[src/rtl/collatz_pkg.sv]
// Shared types and constants for the Collatz step-count accelerator.
package collatz_pkg;

    typedef enum logic [2:0] {
        ST_IDLE,
        ST_INIT,
        ST_LOOP,
        ST_EXIT,
        ST_DONE
    } state_e;

    localparam int STG_A   = 0;
    localparam int STG_B   = 1;
    localparam int LOOP_II = 2;

endpackage

[src/rtl/collatz_step_unit.sv]
// One combinational Collatz map step: next value, parity and 3x+1 overflow flag.
module collatz_step_unit
    import collatz_pkg::*;
#(
    parameter int DATA_W = 32
) (
    input  logic [DATA_W-1:0] cur,
    output logic [DATA_W-1:0] nxt,
    output logic              par,
    output logic              ovf
);

    localparam logic [DATA_W+1:0] ONE = (DATA_W+2)'(1);

    logic [DATA_W+1:0] cur_ext;
    logic [DATA_W+1:0] triple_p1;

    // Two guard bits are enough: 3*(2^W-1)+1 < 2^(W+2).
    assign cur_ext   = {2'b00, cur};
    assign triple_p1 = (cur_ext << 1) + cur_ext + ONE;

    assign par = cur[0];
    assign ovf = par & (|triple_p1[DATA_W+1:DATA_W]);
    assign nxt = par ? triple_p1[DATA_W-1:0] : (cur >> 1);

endmodule

[src/rtl/collatz_pipe.sv]
// Restartable Collatz step counter with a 2-stage (II=2) loop, overflow and step-limit aborts.
// Optional `peak` output (running maximum) is enabled by defining COLLATZ_PEAK_EN.
module collatz_pipe
    import collatz_pkg::*;
#(
    parameter int              DATA_W    = 32,
    parameter int              STEP_W    = 32,
    parameter longint unsigned MAX_STEPS = (64'd1 << STEP_W) - 64'd1
) (
    input  logic              clk,
    input  logic              rst_n,
    input  logic              start,
    input  logic [DATA_W-1:0] n,
    output logic              busy,
    output logic              finish,
    output logic [STEP_W-1:0] ret0,
    output logic              ovf,
    output logic              timeout
`ifdef COLLATZ_PEAK_EN
    ,
    output logic [DATA_W-1:0] peak
`endif
);

    localparam logic [STEP_W-1:0] STEP_MAX = STEP_W'(MAX_STEPS);
    localparam logic [DATA_W-1:0] ONE_D    = DATA_W'(1);

    state_e               state_q, state_d;
    logic [LOOP_II-1:0]   vld_pipe, vld_d;
    logic [DATA_W-1:0]    n_q;
    logic [DATA_W-1:0]    cur_q;
    logic [DATA_W-1:0]    nxt_q;
    logic [STEP_W-1:0]    step_q;
    logic [STEP_W-1:0]    step_inc;
    logic [DATA_W-1:0]    su_nxt;
    logic                 su_par;
    logic                 su_ovf;
    logic                 stg_a, stg_b;

    collatz_step_unit #(.DATA_W(DATA_W)) u_step (
        .cur (cur_q),
        .nxt (su_nxt),
        .par (su_par),
        .ovf (su_ovf)
    );

    assign stg_a    = (state_q == ST_LOOP) && vld_pipe[STG_A];
    assign stg_b    = (state_q == ST_LOOP) && vld_pipe[STG_B];
    assign step_inc = step_q + STEP_W'(1);
    assign busy     = (state_q != ST_IDLE);
    assign finish   = (state_q == ST_DONE);

    always_comb begin
        state_d = state_q;
        vld_d   = '0;
        case (state_q)
            ST_IDLE: if (start) state_d = ST_INIT;
            ST_INIT: begin
                if (n_q > ONE_D) begin
                    state_d      = ST_LOOP;
                    vld_d[STG_A] = 1'b1;
                end else begin
                    state_d = ST_EXIT;
                end
            end
            ST_LOOP: begin
                if (vld_pipe[STG_A]) begin
                    // Overflow aborts before stage B and before the step is counted.
                    if (su_ovf) state_d = ST_EXIT;
                    else        vld_d[STG_B] = 1'b1;
                end else if (vld_pipe[STG_B]) begin
                    if (timeout || (nxt_q <= ONE_D)) state_d = ST_EXIT;
                    else                             vld_d[STG_A] = 1'b1;
                end else begin
                    state_d = ST_EXIT;
                end
            end
            ST_EXIT: state_d = ST_DONE;
            ST_DONE: state_d = ST_IDLE;
            default: state_d = ST_IDLE;
        endcase
    end

    always_ff @(posedge clk or negedge rst_n) begin
        if (!rst_n) begin
            state_q  <= ST_IDLE;
            vld_pipe <= '0;
            n_q      <= '0;
            cur_q    <= '0;
            nxt_q    <= '0;
            step_q   <= '0;
            ret0     <= '0;
            ovf      <= 1'b0;
            timeout  <= 1'b0;
        end else begin
            state_q  <= state_d;
            vld_pipe <= vld_d;
            if (state_q == ST_IDLE && start) n_q <= n;
            if (state_q == ST_INIT) begin
                cur_q   <= n_q;
                step_q  <= '0;
                ovf     <= 1'b0;
                timeout <= 1'b0;
            end
            if (stg_a) begin
                if (su_ovf) begin
                    ovf <= 1'b1;
                end else begin
                    nxt_q  <= su_nxt;
                    step_q <= step_inc;
                    if (step_inc == STEP_MAX) timeout <= 1'b1;
                end
            end
            if (stg_b) cur_q <= nxt_q;
            if (state_q == ST_EXIT) ret0 <= step_q;
        end
    end

`ifdef COLLATZ_PEAK_EN
    always_ff @(posedge clk or negedge rst_n) begin
        if (!rst_n) begin
            peak <= '0;
        end else if (state_q == ST_INIT) begin
            peak <= n_q;
        end else if (stg_b && (nxt_q > peak)) begin
            peak <= nxt_q;
        end
    end
`endif

endmodule

[config.mk]
export PLATFORM = sky130hd
export DESIGN_NAME = collatz_pipe
export DESIGN_NICKNAME = d
export VERILOG_FILES = /design/src/rtl/collatz_pkg.sv /design/src/rtl/collatz_step_unit.sv /design/src/rtl/collatz_pipe.sv
export SDC_FILE = /design/constraint.sdc
export NUM_CORES = 1
export LEC_CHECK = 0
export CORE_AREA = 2 2 160 162
export CTS_BUF_LIST = sky130_fd_sc_hd__clkbuf_8 sky130_fd_sc_hd__clkbuf_16
export CTS_CLUSTER_DIAMETER = 30
export DETAILED_ROUTE_END_ITERATION = 8
export DIE_AREA = 0 0 162 164
export PLACE_DENSITY = 0.54
export SYNTH_ARGS = -nofsm -noshare
export SYNTH_HDL_FRONTEND = slang
export SYNTH_SLANG_ARGS = --single-unit
[constraint.sdc]
create_clock -name clk -period 8.3 [get_ports clk]
set_input_delay 1.245 -clock clk [delete_from_list [all_inputs] [get_ports clk]]
set_output_delay 1.245 -clock clk [all_outputs]
set_load 0.1 [all_outputs]
==> summary.md <==
| Metric | Value |
|---|---|
| Skew final | `0.0113 ns` |
| Core Footprint | `24,800 µm²` |
| #FFs+latches synth | `167` |
| Endpoints failing setup | `0` |
| Clk_lat worst skew | `about 0.43 ns` |
| Cells after Synth | `about 1.1k` |
| WP data arrival | `a little over 4 ns` |
| Final period utilization | `a little under half` |
| Die area | `between 20,000 and 30,000 µm²` |
| Final worst slack | `about 4.5 ns` |
| Total power | `around 4000 µW` |
| Average wire per standard cell | `approximately 18 µm` |
| DRT iter0 DRCs | `632` |
| Number of cell rows | `a little under 60` |
| Largest cells by area after synthesis | `dfrtp_1 (42%), nand2_1 (8.4%), mux2_2 (5.0%), ha_1 (4.7%), o21ai_0 (3.8%)` |
| Fin nets | `1,177` |
| Synth Net Count | `between 1k and 1.5k` |
| Die extent in y | `between 150 and 200 µm` |
| Post-synth EDFFs | `0` |
| Total grt overflow | `0` |
| IO Port Bufs | `70` |
| Req. time, crit path | `between 8 and 9 ns` |
| Routability Congestion | `0.860` |
| Top delay family on crit path | `compound AO/OA/AOI/OAI gates` |
| Seq/Total Area, Yosys | `42.5%` |
| CP Class | `register to register` |
| Mean Syn Cell Area | `between 9 and 10 µm²` |
| Library cells used by synthesis | `71` |
| CTS tree | `yes` |
| Final Critical Period | `3.78 ns` |
| Die Wd | `between 150 and 200 µm` |
| Total clock sinks | `between 150 and 200` |
| DR pass1 iterations | `5` |
| Largest family of logic cells by synthesized area | `simple AND/OR/NAND/NOR gates` |
| Max frequency | `approximately 260 MHz` |
| Root buffer cell | `clkbuf_16` |
| Buf+Inv Stages, Crit Path | `2` |
| Largest area contributor in the netlist | `dfrtp_1` |
| Multiplexer share of the synthesized area | `under 10%` |
| Max-cap violations | `0` |
| CTS Buf Count | `17` |
| Antenna violations before repair | `0` |
| Fraction of registers with async set/reset | `between 90% and 100%` |
| Yosys synthesis warning count | `0` |
| Post-CTS Setup Repair Bufs | `0` |
| Worst Tran Pin Value | `a little over 1 ns` |
| Setup crit start kind | `register` |
| Gr usage total | `between 10% and 20%` |
| HP Class | `register to register` |
| Worst-path clk slew | `0.07 ns` |
| Area grow syn2layout | `14.6%` |
| Largest net degree at the start of global routing | `109` |
| Fin util | `45.4%` |
| Via count | `approximately 8.0k` |
| Post-Synth XOR/XNOR Area | `under 10%` |
| Post-Synth Adder-Cell Area | `roughly 5%` |
| Hpwl dp | `roughly 18,000 µm` |
| Sum Neg Setup Slack | `0 ns` |
| CP Capture Type | `register` |
| Slew HR | `~33%` |
| Slowest CP cell | `buf_4` |
| Reg2reg setup slack | `around 4.5 ns` |
| Area fraction of the dominant cell type after synthesis | `42.5%` |
| RSZ-0062 raised after global routing | `no` |
| Cell area after synthesis | `9840 µm²` |
| Complex-gate fraction of the synthesized area | `17.2%` |
| Hold Vio Cnt, Final | `0` |
| Worst stage delay on the critical path | `around 0.54 ns` |
| PwrDens | `roughly 360 nW/µm²` |
| H-tree levels | `4` |
| Share of layout cells above drive strength 1 | `about a tenth` |
| Finished Layout Cells | `around 1.4k` |
| Drt via density | `5.56` |
| CP Max Fanout | `43` |
| Simple-Gate Fraction of Synth Area | `about a fifth` |
| # fillers | `about 2.5k` |
| Ant. Diodes | `0` |
| Worst slack at placement | `between 4 and 5 ns` |
| Predominant post-synthesis flop cell | `dfrtp_1` |
| Antenna-violating nets left | `0` |
| Ports | `71` |
| Starting Density | `about 40%` |
| Global-route wire length before repair | `approximately 42,000 µm` |
| Peak supply drop | `0.159 mV` |
| Hold_buf cts | `0` |
| Outcome | `finished, final reports clean` |
| Lkg Pwr | `0.00497 µW` |
| # DRC | `0` |
| Worst path cell trace | `buf_4, ha_1, nand2b_1, a21oi_1, o21ai_1, a21o_1, a21bo_2, and2_1, a211oi_4, buf_4, o21ai_1, o221ai_1` |
| Post-CTS resize count | `0` |
| Max-slew violations | `0` |
| Dpl cells | `1,415` |
| Clock tree buffer depth | `2` |
| Vias in the first global route | `between 7k and 8k` |
| Final WL | `25,700 µm` |
## kinds of logic (layout without fill, tap and decap cells)
kind of cell    count (synthesis)  in the layout
compound gates                250            250
xor+xnor                       34             34
fa+ha+maj                      38             38
buf+inv                        91            133
flops                         167            167
mux                            70             70
simple gates                  425            425
## power breakdown
part,leakage [µW],internal [µW],total (µW),switching (µW)
registers,0.00217,1050,1320,269
clock network,0.000279,432,785,353
logic,0.00252,774,1910,1130
## cell usage after synthesis (all sizes together) (2+ instances only)
cell,instances
a211o,6
a211oi,3
a21boi,2
a21o,11
a21oi,44
a221o,24
a221oi,2
a22oi,33
a31oi,8
a32oi,2
and2,6
and3,12
and4,2
buf,26
clkbuf,41
dfrtp,167
ha,37
inv,23
mux2,49
mux2i,21
nand2,221
nand2b,7
nand3,24
nand3b,4
nand4,15
nor2,54
nor2b,5
nor3,31
nor3b,4
nor4,21
o211ai,5
o21a,5
o21ai,79
o21bai,7
o221ai,3
o22ai,2
o31ai,7
or2,3
or3,8
or4,3
xnor2,20
xor2,14
## state kept, by name, indices dropped and copies added (netlist names), 2 cells and up
register / cells
vld_pipe: 2
step_q: 32
n_q: 32
cur_q: 32
nxt_q: 32
state_q: 3
ret0: 32
## layout make-up
cell class	instances	area (µm²)	area share [%]
multi-input combinational	817	5260	46.6
sequential	167	4180	37.1
timing repair buffer	77	754	6.69
clock buffer	19	453	4.02
tap	330	413	3.66
clock inverter	13	121	1.08
inverter	24	95.1	0.844
## worst min-delay path: cells and delay by family, from the launching register on
family	cells	cell delay, ns
simple gates	2	0.10
flops	1	0.34
## path summary, 6_finish.rpt
path / end / depth (start not counted) / from
max: step_q[7]$_DFF_PN0_ / 12 / cur_q[0]$_DFFE_PN0P_
max reg2reg: step_q[7]$_DFF_PN0_ / 12 / cur_q[0]$_DFFE_PN0P_
max in group asynchronous: vld_pipe[1]$_DFF_PN0_ / 2 / rst_n
min: ret0[11]$_DFFE_PN0P_ / 2 / ret0[11]$_DFFE_PN0P_
min reg2reg: ret0[11]$_DFFE_PN0P_ / 2 / ret0[11]$_DFFE_PN0P_
min in group asynchronous: cur_q[1]$_DFFE_PN0P_ / 1 / rst_n
## through the flow
| stage | hold WS (ns) | area [µm²] |
|---|---|---|
| 2_1_floorplan | 0.458 | 9840 |
| 3_3_place_gp | 0.458 | 10700 |
| 3_5_place_dp | 0.462 | 10700 |
| 4_1_cts | 0.479 | 11300 |
| 5_1_grt | 0.499 | 11300 |
| 6_report | 0.472 | 11300 |
## metal layers
layer	global-route usage [%]	share of wire, %	up-vias	routed length [µm]
li1	-	-	3924	-
met3	3.03	3.6	8	914
met1	28.8	50	3950	12800
met5	0	0	-	0
met2	32.1	46	162	11800
met4	3.74	0.57	0	147
## cells in the final DEF, fill, tap and decap left out, types with 14 or more instances in the layout
| cell type | count |
|---|---|
| a21oi_1 | 41 |
| a221o_1 | 24 |
| a22oi_1 | 33 |
| clkbuf_16 | 17 |
| clkdlybuf4s50_1 | 69 |
| dfrtp_1 | 167 |
| ha_1 | 37 |
| inv_1 | 23 |
| mux2_2 | 44 |
| mux2i_1 | 21 |
| nand2_1 | 220 |
| nand3_1 | 23 |
| nand4_1 | 15 |
| nor2_1 | 52 |
| nor3_1 | 29 |
| nor4_1 | 21 |
| o21ai_0 | 74 |
| xnor2_1 | 20 |
| xor2_1 | 14 |
No activity file was read; power rests on OpenSTA's default activity.
